<file path="config.mk">
export PLATFORM = sky130hd
export DESIGN_NAME = draw_particle_multi_flat
export DESIGN_NICKNAME = d
export VERILOG_FILES = /design/src/rtl/draw_particle_multi_if.sv /design/src/rtl/draw_particle_multi.sv /design/src/flat_wrapper.sv
export SDC_FILE = /design/constraint.sdc
export NUM_CORES = 1
export LEC_CHECK = 0
export ABC_AREA = 1
export BUFFER_PORTS_ARGS = -buffer_cell sky130_fd_sc_hd__buf_2
export CORE_MARGIN = 2
export CORE_UTILIZATION = 40
export CTS_BUF_LIST = sky130_fd_sc_hd__clkbuf_8
export DETAILED_ROUTE_END_ITERATION = 8
export SETUP_SLACK_MARGIN = 0.02
export SLEW_MARGIN = 20
export SYNTH_ARGS = -nofsm -noshare
export SYNTH_HDL_FRONTEND = slang
export SYNTH_SLANG_ARGS = --single-unit
export TNS_END_PERCENT = 5
</file>
<file path="constraint.sdc">
create_clock -name clk60MHz -period 7.3 [get_ports clk60MHz]
set_input_delay 2.19 -clock clk60MHz [delete_from_list [all_inputs] [get_ports clk60MHz]]
set_output_delay 2.19 -clock clk60MHz [all_outputs]
set_load 0.05 [all_outputs]
</file>
<file path="src/rtl/draw_particle_multi_if.sv">
// ============================================================================
// Module : vga_if
// Brief  : VGA timing + colour bundle passed between pixel-pipeline stages.
// Rev    : 1.0  initial release
// ============================================================================
`default_nettype none

interface vga_if;
    logic [11:0] vcount;
    logic        vsync;
    logic        vblnk;
    logic [11:0] hcount;
    logic        hsync;
    logic        hblnk;
    logic [11:0] rgb;

    modport in  (input  vcount, vsync, vblnk, hcount, hsync, hblnk, rgb);
    modport out (output vcount, vsync, vblnk, hcount, hsync, hblnk, rgb);
endinterface

`default_nettype wire

</file>
<file path="src/rtl/draw_particle_multi.sv">
// ============================================================================
// Module : draw_particle_multi
// Brief  : Overlays up to N_PART double-buffered sprites on a VGA stream;
//          optional colour-key transparency with DRAW_PARTICLE_TRANSPARENT_EN.
// Rev    : 1.0  initial release
// ============================================================================
`default_nettype none

module draw_particle_multi #(
    parameter int N_PART = 4,
    parameter int SPR_W  = 64,
    parameter int SPR_H  = 64,
    parameter int IDX_W  = (N_PART > 1) ? $clog2(N_PART) : 1,
    parameter int AW     = IDX_W + $clog2(SPR_H) + $clog2(SPR_W)
) (
    input  logic              clk60MHz,
    input  logic              rst,
    input  logic              pos_valid,
    output logic              pos_ready,
    input  logic [IDX_W-1:0]  pos_idx,
    input  logic [11:0]       pos_x,
    input  logic [11:0]       pos_y,
    input  logic              pos_en,
    output logic [AW-1:0]     pixel_addr,
    input  logic [11:0]       rgb_pixel,
    vga_if.in                 in,
    vga_if.out                out
);

    localparam int C_ROW_W = $clog2(SPR_H);
    localparam int C_COL_W = $clog2(SPR_W);

    // Slot position sets: shadow is written by the host, active feeds drawing
    logic [N_PART-1:0][11:0] r_sh_x;
    logic [N_PART-1:0][11:0] r_sh_y;
    logic [N_PART-1:0]       r_sh_en;
    logic [N_PART-1:0][11:0] r_ac_x;
    logic [N_PART-1:0][11:0] r_ac_y;
    logic [N_PART-1:0]       r_ac_en;
    logic                    r_vblnk_d;

    logic                    w_commit;
    logic                    w_xfer;

    assign w_commit  = in.vblnk & ~r_vblnk_d;
    assign pos_ready = ~rst & ~w_commit;
    assign w_xfer    = pos_valid & pos_ready;

    // r_vblnk_d leaves reset high so a blank already in progress is not a rise
    always_ff @(posedge clk60MHz) begin
        if (rst) begin
            r_sh_x    <= '0;
            r_sh_y    <= '0;
            r_sh_en   <= '0;
            r_ac_x    <= '0;
            r_ac_y    <= '0;
            r_ac_en   <= '0;
            r_vblnk_d <= 1'b1;
        end else begin
            r_vblnk_d <= in.vblnk;
            for (int i = 0; i < N_PART; i++) begin
                if (w_commit) begin
                    r_ac_x[i]  <= r_sh_x[i];
                    r_ac_y[i]  <= r_sh_y[i];
                    r_ac_en[i] <= r_sh_en[i];
                end
                if (w_xfer && (pos_idx == IDX_W'(i))) begin
                    r_sh_x[i]  <= pos_x;
                    r_sh_y[i]  <= pos_y;
                    r_sh_en[i] <= pos_en;
                end
            end
        end
    end

    // Stage 0: hit test at 13 bits so sprites near 4095 never wrap to column 0
    logic [12:0]             w_h13;
    logic [12:0]             w_v13;
    logic [N_PART-1:0]       w_hit;

    assign w_h13 = {1'b0, in.hcount};
    assign w_v13 = {1'b0, in.vcount};

    always_comb begin
        w_hit = '0;
        for (int i = 0; i < N_PART; i++) begin
            w_hit[i] = r_ac_en[i]
                     && (w_h13 >= {1'b0, r_ac_x[i]})
                     && (w_h13 <  ({1'b0, r_ac_x[i]} + 13'(SPR_W)))
                     && (w_v13 >= {1'b0, r_ac_y[i]})
                     && (w_v13 <  ({1'b0, r_ac_y[i]} + 13'(SPR_H)));
        end
    end

    logic                    w_any;
    logic [IDX_W-1:0]        w_win;
    logic [11:0]             w_sel_x;
    logic [11:0]             w_sel_y;
    logic [C_ROW_W-1:0]      w_row;
    logic [C_COL_W-1:0]      w_col;

    // Scan from the top so the lowest-index hit is the one that sticks
    always_comb begin
        w_win   = '0;
        w_sel_x = '0;
        w_sel_y = '0;
        for (int i = N_PART - 1; i >= 0; i--) begin
            if (w_hit[i]) begin
                w_win   = IDX_W'(i);
                w_sel_x = r_ac_x[i];
                w_sel_y = r_ac_y[i];
            end
        end
    end

    assign w_any      = |w_hit;
    assign w_row      = C_ROW_W'(in.vcount - w_sel_y);
    assign w_col      = C_COL_W'(in.hcount - w_sel_x);
    assign pixel_addr = w_any ? {w_win, w_row, w_col} : '0;

    // Stage 1: align timing with the ROM read
    logic [11:0]             r1_vcount;
    logic                    r1_vsync;
    logic                    r1_vblnk;
    logic [11:0]             r1_hcount;
    logic                    r1_hsync;
    logic                    r1_hblnk;
    logic [11:0]             r1_rgb;
    logic                    r1_hit;

    always_ff @(posedge clk60MHz) begin
        if (rst) begin
            r1_vcount <= '0;
            r1_vsync  <= 1'b0;
            r1_vblnk  <= 1'b0;
            r1_hcount <= '0;
            r1_hsync  <= 1'b0;
            r1_hblnk  <= 1'b0;
            r1_rgb    <= '0;
            r1_hit    <= 1'b0;
        end else begin
            r1_vcount <= in.vcount;
            r1_vsync  <= in.vsync;
            r1_vblnk  <= in.vblnk;
            r1_hcount <= in.hcount;
            r1_hsync  <= in.hsync;
            r1_hblnk  <= in.hblnk;
            r1_rgb    <= in.rgb;
            r1_hit    <= w_any;
        end
    end

    // Stage 2: colour select
    logic                    w_opaque;
    logic                    w_draw;

`ifdef DRAW_PARTICLE_TRANSPARENT_EN
    assign w_opaque = (rgb_pixel != 12'hF0F);
`else
    assign w_opaque = 1'b1;
`endif

    assign w_draw = r1_hit & ~(r1_hblnk | r1_vblnk) & w_opaque;

    logic [11:0]             r2_vcount;
    logic                    r2_vsync;
    logic                    r2_vblnk;
    logic [11:0]             r2_hcount;
    logic                    r2_hsync;
    logic                    r2_hblnk;
    logic [11:0]             r2_rgb;

    always_ff @(posedge clk60MHz) begin
        if (rst) begin
            r2_vcount <= '0;
            r2_vsync  <= 1'b0;
            r2_vblnk  <= 1'b0;
            r2_hcount <= '0;
            r2_hsync  <= 1'b0;
            r2_hblnk  <= 1'b0;
            r2_rgb    <= '0;
        end else begin
            r2_vcount <= r1_vcount;
            r2_vsync  <= r1_vsync;
            r2_vblnk  <= r1_vblnk;
            r2_hcount <= r1_hcount;
            r2_hsync  <= r1_hsync;
            r2_hblnk  <= r1_hblnk;
            r2_rgb    <= w_draw ? rgb_pixel : r1_rgb;
        end
    end

    assign out.vcount = r2_vcount;
    assign out.vsync  = r2_vsync;
    assign out.vblnk  = r2_vblnk;
    assign out.hcount = r2_hcount;
    assign out.hsync  = r2_hsync;
    assign out.hblnk  = r2_hblnk;
    assign out.rgb    = r2_rgb;

endmodule

`default_nettype wire
</file>
<file path="src/flat_wrapper.sv">
// flat-port wrapper written by rule: the top's interface ports become plain ports
module draw_particle_multi_flat 
#(
    parameter int N_PART = 4,
    parameter int SPR_W  = 64,
    parameter int SPR_H  = 64,
    parameter int IDX_W  = (N_PART > 1) ? $clog2(N_PART) : 1,
    parameter int AW     = IDX_W + $clog2(SPR_H) + $clog2(SPR_W)
)
  (clk60MHz, rst, pos_valid, pos_ready, pos_idx, pos_x, pos_y, pos_en, pixel_addr, rgb_pixel, in_vcount, in_vsync, in_vblnk, in_hcount, in_hsync, in_hblnk, in_rgb, out_vcount, out_vsync, out_vblnk, out_hcount, out_hsync, out_hblnk, out_rgb);
  vga_if in_i ();
  vga_if out_i ();
  input  logic clk60MHz;
  input  logic rst;
  input  logic pos_valid;
  output logic pos_ready;
  input  logic [IDX_W-1:0] pos_idx;
  input  logic [11:0] pos_x;
  input  logic [11:0] pos_y;
  input  logic pos_en;
  output logic [AW-1:0] pixel_addr;
  input  logic [11:0] rgb_pixel;
  input wire logic [$bits(in_i.vcount)-1:0] in_vcount;
  input wire logic [$bits(in_i.vsync)-1:0] in_vsync;
  input wire logic [$bits(in_i.vblnk)-1:0] in_vblnk;
  input wire logic [$bits(in_i.hcount)-1:0] in_hcount;
  input wire logic [$bits(in_i.hsync)-1:0] in_hsync;
  input wire logic [$bits(in_i.hblnk)-1:0] in_hblnk;
  input wire logic [$bits(in_i.rgb)-1:0] in_rgb;
  output wire logic [$bits(out_i.vcount)-1:0] out_vcount;
  output wire logic [$bits(out_i.vsync)-1:0] out_vsync;
  output wire logic [$bits(out_i.vblnk)-1:0] out_vblnk;
  output wire logic [$bits(out_i.hcount)-1:0] out_hcount;
  output wire logic [$bits(out_i.hsync)-1:0] out_hsync;
  output wire logic [$bits(out_i.hblnk)-1:0] out_hblnk;
  output wire logic [$bits(out_i.rgb)-1:0] out_rgb;
  assign in_i.vcount = in_vcount;
  assign in_i.vsync = in_vsync;
  assign in_i.vblnk = in_vblnk;
  assign in_i.hcount = in_hcount;
  assign in_i.hsync = in_hsync;
  assign in_i.hblnk = in_hblnk;
  assign in_i.rgb = in_rgb;
  assign out_vcount = out_i.vcount;
  assign out_vsync = out_i.vsync;
  assign out_vblnk = out_i.vblnk;
  assign out_hcount = out_i.hcount;
  assign out_hsync = out_i.hsync;
  assign out_hblnk = out_i.hblnk;
  assign out_rgb = out_i.rgb;
  draw_particle_multi #(.N_PART(N_PART), .SPR_W(SPR_W), .SPR_H(SPR_H), .IDX_W(IDX_W), .AW(AW)) u_core (.clk60MHz(clk60MHz), .rst(rst), .pos_valid(pos_valid), .pos_ready(pos_ready), .pos_idx(pos_idx), .pos_x(pos_x), .pos_y(pos_y), .pos_en(pos_en), .pixel_addr(pixel_addr), .rgb_pixel(rgb_pixel), .in(in_i), .out(out_i));
endmodule
</file>
# ---- Word-level counts from Yosys, hierarchy flattened
# Index checks and enable logic that the tools add are counted.
dict set report word_totals {
  ramBits 0
  inputBits 82
  rom_bits 0
  word_cells 111
  out_inout_bits 55
  latchBits 0
  n_memories 0
  regBits 282
}
dict set report classes {
  bitwise_logic 9
  n_shift 0
  n_reduce_logical 22
  order_cmp 16
  n_addsub 10
  multipliers 0
  muxes 14
  div 0
  n_eq_ne 3
}
# cell n
set ops {}
lappend ops {{$add A12 B7 Y13 const B} 8}
lappend ops {{$lt A12 B13 Y1} 8}
lappend ops {{$ge A12 B12 Y1} 8}
lappend ops {{$mux W6} 8}
lappend ops {{$logic_and A1 B1 Y1} 20}
lappend ops {{$mux W14} 1}
lappend ops {{$mux W12} 1}
lappend ops {{$sub A6 B6 Y6} 2}
lappend ops {{$mux W2} 4}
lappend ops {{$and A1 B1 Y1} 4}
lappend ops {{$eq A2 B2 Y1 const B} 2}
lappend ops {{$not A1 Y1} 4}
lappend ops {{$reduce_or A4 Y1} 1}
lappend ops {{$eq A2 B1 Y1 const B} 1}
lappend ops {{$logic_not A2 Y1} 1}
lappend ops {{$or A1 B1 Y1} 1}

# ---- Depth between registers and ports, before layout
dict set report logic_depth {
  ltp_word 11
  mapped_depth 31
  depth_no_buf 31
}

# ---- Worst setup path after synthesis
# Ideal clock, no wire load.
dict set report synth_path {
  path_kind {input port to output port}
  startpoint {input port in_hcount[8]}
  endpoint {output port pixel_addr[8]}
  setup_slack_ns -0.205
  stages 15
  arrival_ns 5.315
  t_required_ns 5.110
  path_buffers 1
  path_cell_list {ha_1 > a21oi_1 > a21boi_0 > nor2_1 > nor2_1 > nand2_1 > nor2_4 > nand3_4 > buf_6 > o21ai_1 > a31oi_1 > ha_1 > fa_1 > nand2_1 > nor3b_1}
}
dict set report synth_via {
  elab_chain_cells 11
}
# item line
set synth_rtl {}
lappend synth_rtl {{start, declared} flat_wrapper.sv:26} ;# input wire logic [$bits(in_i.hcount)-1:0] in_hcount;
lappend synth_rtl {{$ge A12 B12 Y1} draw_particle_multi.sv:88} ;# && (w_h13 >= {1'b0, r_ac_x[i]})
lappend synth_rtl {{$logic_and A1 B1 Y1} draw_particle_multi.sv:88}
lappend synth_rtl {{$logic_and A1 B1 Y1} draw_particle_multi.sv:89} ;# && (w_h13 < ({1'b0, r_ac_x[i]} + 13'(SPR_W)))
lappend synth_rtl {{$logic_and A1 B1 Y1} draw_particle_multi.sv:90} ;# && (w_v13 >= {1'b0, r_ac_y[i]})
lappend synth_rtl {{$logic_and A1 B1 Y1} draw_particle_multi.sv:91} ;# && (w_v13 < ({1'b0, r_ac_y[i]} + 13'(SPR_H)));
lappend synth_rtl {{$mux W6 (4 in series)} draw_particle_multi.sv:108} ;# if (w_hit[i]) begin
lappend synth_rtl {{$sub A6 B6 Y6} draw_particle_multi.sv:117} ;# assign w_row = C_ROW_W'(in.vcount - w_sel_y);
lappend synth_rtl {{$mux W14 *} draw_particle_multi.sv:119} ;# assign pixel_addr = w_any ? {w_win, w_row, w_col} : '0;
lappend synth_rtl {{end, declared} flat_wrapper.sv:21} ;# output logic [AW-1:0] pixel_addr;
# Mark *: on every way between the ends. The rest lies on a longest branch, timed or not.

# ---- Worst setup path after layout
dict set report layout_path {
  startpoint {input port in_hcount[0]}
  endpoint {output port pixel_addr[11]}
}
# Same word-level chain as after synthesis.

==> parameters.txt <==
Parameter                              Value

Synth
  Portion of the post-synthesis area used by sequential elements ... 0.382
  Syn Inst Count ... around 2000
  Distinct cells, synth ... 43
  Post-synth EDFFs ... 0
  Async set-or-reset flop fraction in the synthesized netlist ... 0
  Dominant synthesized flop cell ... sky130_fd_sc_hd__dfxtp_1
  Synthesized area ... 14800 um2
  Synthesized area per cell ... between 7 and 8 um2
  Synthesized flop and latch total ... about 280
  Synth Warn # ... 0
  Syn Nets ... ~2200

Critical path
  Kind of cell adding the most delay to the critical path ... simple AND/OR/NAND/NOR gates
  Critical path's most frequent cell ... sky130_fd_sc_hd__nand2_1
  Crit. path cell count ... 25
  Crit path arrival time ... between 5 and 6 ns
  Worst path bufs/invs ... 4
  Slack of the worst reg-to-reg path ... about 4.3 ns
  Launching instance or port of the critical path ... in_hcount[0]
  Setup crit end kind ... output pin
  Setup Crit Path Kind ... input port to output pin
  Max incr delay on CP ... about 0.25 ns
  Crit path launch type ... input port
  Largest driver fanout on the critical path ... 8
  Crit path max-delay cell type ... sky130_fd_sc_hd__ha_4
  Register-to-Register Path Depth ... 17
  Startpoint of the lowest-slack register-to-register path ... u_core.r_ac_y[6]
  Crit path required time ... ~5.1 ns

Min path
  Worst hold path class ... flip-flop to flip-flop
  Hold Path Cell Cnt ... 2
  Worst hold start ... u_core.r1_hcount[3]

Cells and area
  P&R area growth vs syn ... 26.1%
  Multi-input gate area in the final layout ... about 8500 um2
  Share of final-layout standard cells stronger than drive strength 1 ... 0.217
  Storage cell area ... approximately 5600 um2
  Filler Cells Inserted ... between 3000 and 4000
  Final std cell area, no fill ... about 19000 um2
  Final core occ ... 0.510
  Final-stage net count ... roughly 2500

Floorplanning
  Number of core rows ... 70
  Top-Level Pins ... 137
  DIE HEIGHT ... 196 um
  Starting density of the core ... 0.405
  Die Area ... 38500 um2
  Die X-Extent ... 196 um
  Placeable core region ... roughly 37000 um2

Timing
  Final hold vios ... 0
  Number of pins exceeding their max-slew limit in the final report ... 0
  Slew of the pin with the lowest slew margin ... ~1.0 ns
  Post-layout minimum cycle time ... 7.61 ns
  Slew margin rel. ... 0.324
  Hold_ws ... approximately 0.40 ns
  Period Utilization, post-route ... 1.04
  Setup clock skew after layout ... between 0.015 and 0.02 ns
  Final setup slack of the worst path ... -0.308 ns
  Achievable frequency ... 131 MHz
  Unrepaired setup endpoints after global routing ... true
  Final TNS setup ... -1.47 ns
  Setup violation total in the final timing report ... 8

Routing
  Wire length reported by the detailed router ... between 40 and 50 mm
  Remaining antenna violation count ... 0
  Vias after detailed routing ... 13500
  DRT Pass-1 Iters ... 8
  Iteration-0 DRC count of the detailed router ... about 870
  Wirelength per Cell ... between 15 and 20 um
  Number of vias per cell after detailed routing ... a little under 5
  Count of unresolved DRC violations after routing ... 0

Global route
  Global-route congestion overflow total ... 0
  First-pass GRT wire length ... 69.0 mm
  Maximum number of pins on one net before global-route repair ... 138
  Overall routing resource usage ... 0.225
  Via count of the first global-routing pass ... 13000
  Antenna violations before repair ... 3

CTS
  Clock tree root buffer cell ... sky130_fd_sc_hd__clkbuf_8
  Clock tree from TritonCTS ... yes
  Post-CTS clock slew at the launch and capture registers of the worst setup and hold paths ... about 0.06 ns
  Total clock buffers created by CTS ... 46
  H-tree level count ... 2
  Clock sink count ... between 200 and 300
  Clock insertion delay at the later pin of the skew report ... between 0.5 and 0.6 ns
  Number of hold buffers added after cts ... 0
  Maximum root-to-sink buffer count ... 3

Outcome
  Run status ... complete, but fails checks
  Failing checks ... setup timing

Place
  DP Wirelength ... about 32 mm
  Number of port buffers ... 136
  Placed inst area ... about 17000 um2
  Final weighted congestion in routability-driven placement ... 0.877

Power
  Leak pwr ... around 8.6 nW
  PwrDens ... about 200 nW/um2
  Max rail drop VDD ... between 0.09 and 0.1 mV

Run
  MaxCap Viol Count ... 0
-- flip-flops by register name, summed over array words and instances (netlist names), 4 cells and up --
name and count:
u_core.r_sh_x 48, u_core.r1_vcount 12, u_core.r_ac_y 48, u_core.r_ac_en 4, u_core.r_sh_y 48, u_core.r_ac_x 48
u_core.out.vcount 12, u_core.r_sh_en 4, u_core.r1_rgb 12, u_core.out.hcount 12, u_core.out.rgb 12, u_core.r1_hcount 12
-- power by group --
| part | internal [mW] | total (mW) | switching [mW] | leakage (nW) |
|---|---|---|---|---|
| sequential | 1.61 | 1.64 | 0.0350 | 2.31 |
| combinational | 0.248 | 0.638 | 0.389 | 5.75 |
| clock | 0.868 | 1.51 | 0.642 | 0.561 |
| total | 2.72 | 3.79 | 1.07 | 8.62 |
-- cells by family (layout without fill, tap and decap cells) --
group,after synthesis,after routing,synth area share
AO/OA/AOI/OAI,424,424,0.150
XOR/XNOR,35,35,0.0207
other,0,1,0
buffers and inverters,344,613,0.0892
AND/OR/NAND/NOR,748,748,0.218
adder cells (fa/ha/maj),164,164,0.140
flip-flops,282,282,0.382
-- tightest hold or removal path, delay by kind of cell (launching register included) --
kind	cells	cell delay, ns
buffers and inverters	1	0.04
and+or+nand+nor	1	0.03
DFF	1	0.29
-- stage by stage --
stage / std cells / total power, mW / setup slack [ns]
5_1_grt: 2734 / 3.98 / -0.523
3_5_place_dp: 2632 / 2.25 / -0.561
2_1_floorplan: 1997 / 2.03 / -0.205
4_1_cts: 2729 / 3.81 / -0.271
6_report: 2735 / 3.79 / -0.308
3_3_place_gp: 2632 / 2.23 / -0.461
-- cell usage after synthesis (4+ instances only) --
cell                       instances  share of area
sky130_fd_sc_hd__inv_2             7         0.0018
sky130_fd_sc_hd__nor3b_1           6         0.0030
sky130_fd_sc_hd__o21ai_0         219          0.074
sky130_fd_sc_hd__nand2_2           8         0.0034
sky130_fd_sc_hd__clkbuf_1         69          0.018
sky130_fd_sc_hd__nor3_2            4         0.0027
sky130_fd_sc_hd__ha_1            162           0.14
sky130_fd_sc_hd__nand3_1          51          0.017
sky130_fd_sc_hd__xor2_1           25          0.015
sky130_fd_sc_hd__a21o_1            5         0.0025
sky130_fd_sc_hd__a21oi_1         150          0.051
sky130_fd_sc_hd__nor2_1          382          0.097
sky130_fd_sc_hd__nand2_1         232          0.059
sky130_fd_sc_hd__o22ai_1           6         0.0025
sky130_fd_sc_hd__nand3_2          11         0.0075
sky130_fd_sc_hd__nor2_4            4         0.0030
sky130_fd_sc_hd__nor2_2           12         0.0051
sky130_fd_sc_hd__o221ai_1          6         0.0036
sky130_fd_sc_hd__nand4_1          14         0.0059
sky130_fd_sc_hd__o21bai_1          7         0.0036
sky130_fd_sc_hd__xnor2_1          10         0.0059
sky130_fd_sc_hd__o21ai_1          18         0.0061
sky130_fd_sc_hd__nor3_1           13         0.0044
sky130_fd_sc_hd__dfxtp_1         282           0.38
sky130_fd_sc_hd__inv_1           259          0.066
-- per-layer routing --
metal	wire length, um	global-route usage
met1	21200	0.319
met2	18200	0.343
met3	2580	0.0380
met4	1460	0.0831
met5	23	0
-- final timing paths --
check                               to
setup reg to reg         u_core.r1_hit
setup / recovery        pixel_addr[11]
hold reg to reg   u_core.out.hcount[3]
hold / removal    u_core.out.hcount[3]
-- cell type report --
| cell class | count | share of cell area |
|---|---|---|
| clock inverters | 21 | 0.0108 |
| flip-flops and latches | 282 | 0.303 |
| diodes | 1 | 0.000134 |
| clock buffers | 59 | 0.0436 |
| well taps | 468 | 0.0314 |
| multi-input cells | 1371 | 0.457 |
| inverters | 270 | 0.0553 |
| repair buffers | 263 | 0.0989 |
-- placed cells by master, fill, tap and decap left out, types with 50 or more instances in the layout --
cell type,instances
sky130_fd_sc_hd__o21ai_0,215
sky130_fd_sc_hd__inv_1,262
sky130_fd_sc_hd__nand3_1,50
sky130_fd_sc_hd__buf_2,108
sky130_fd_sc_hd__nand2_1,217
sky130_fd_sc_hd__nor2_1,367
sky130_fd_sc_hd__ha_1,123
sky130_fd_sc_hd__a21oi_1,146
sky130_fd_sc_hd__clkbuf_8,59
sky130_fd_sc_hd__dfxtp_1,282
sky130_fd_sc_hd__buf_4,124
-- what timing repair did --
action | in CTS | in global routing
gates resized for setup | 120 | 53
gates cloned | 1 | 0
setup endpoints to repair | 10 | 10
buffers inserted | 16 | 5
pin swaps | 53 | 38
Note: power is estimated with default switching activity, not from simulation.
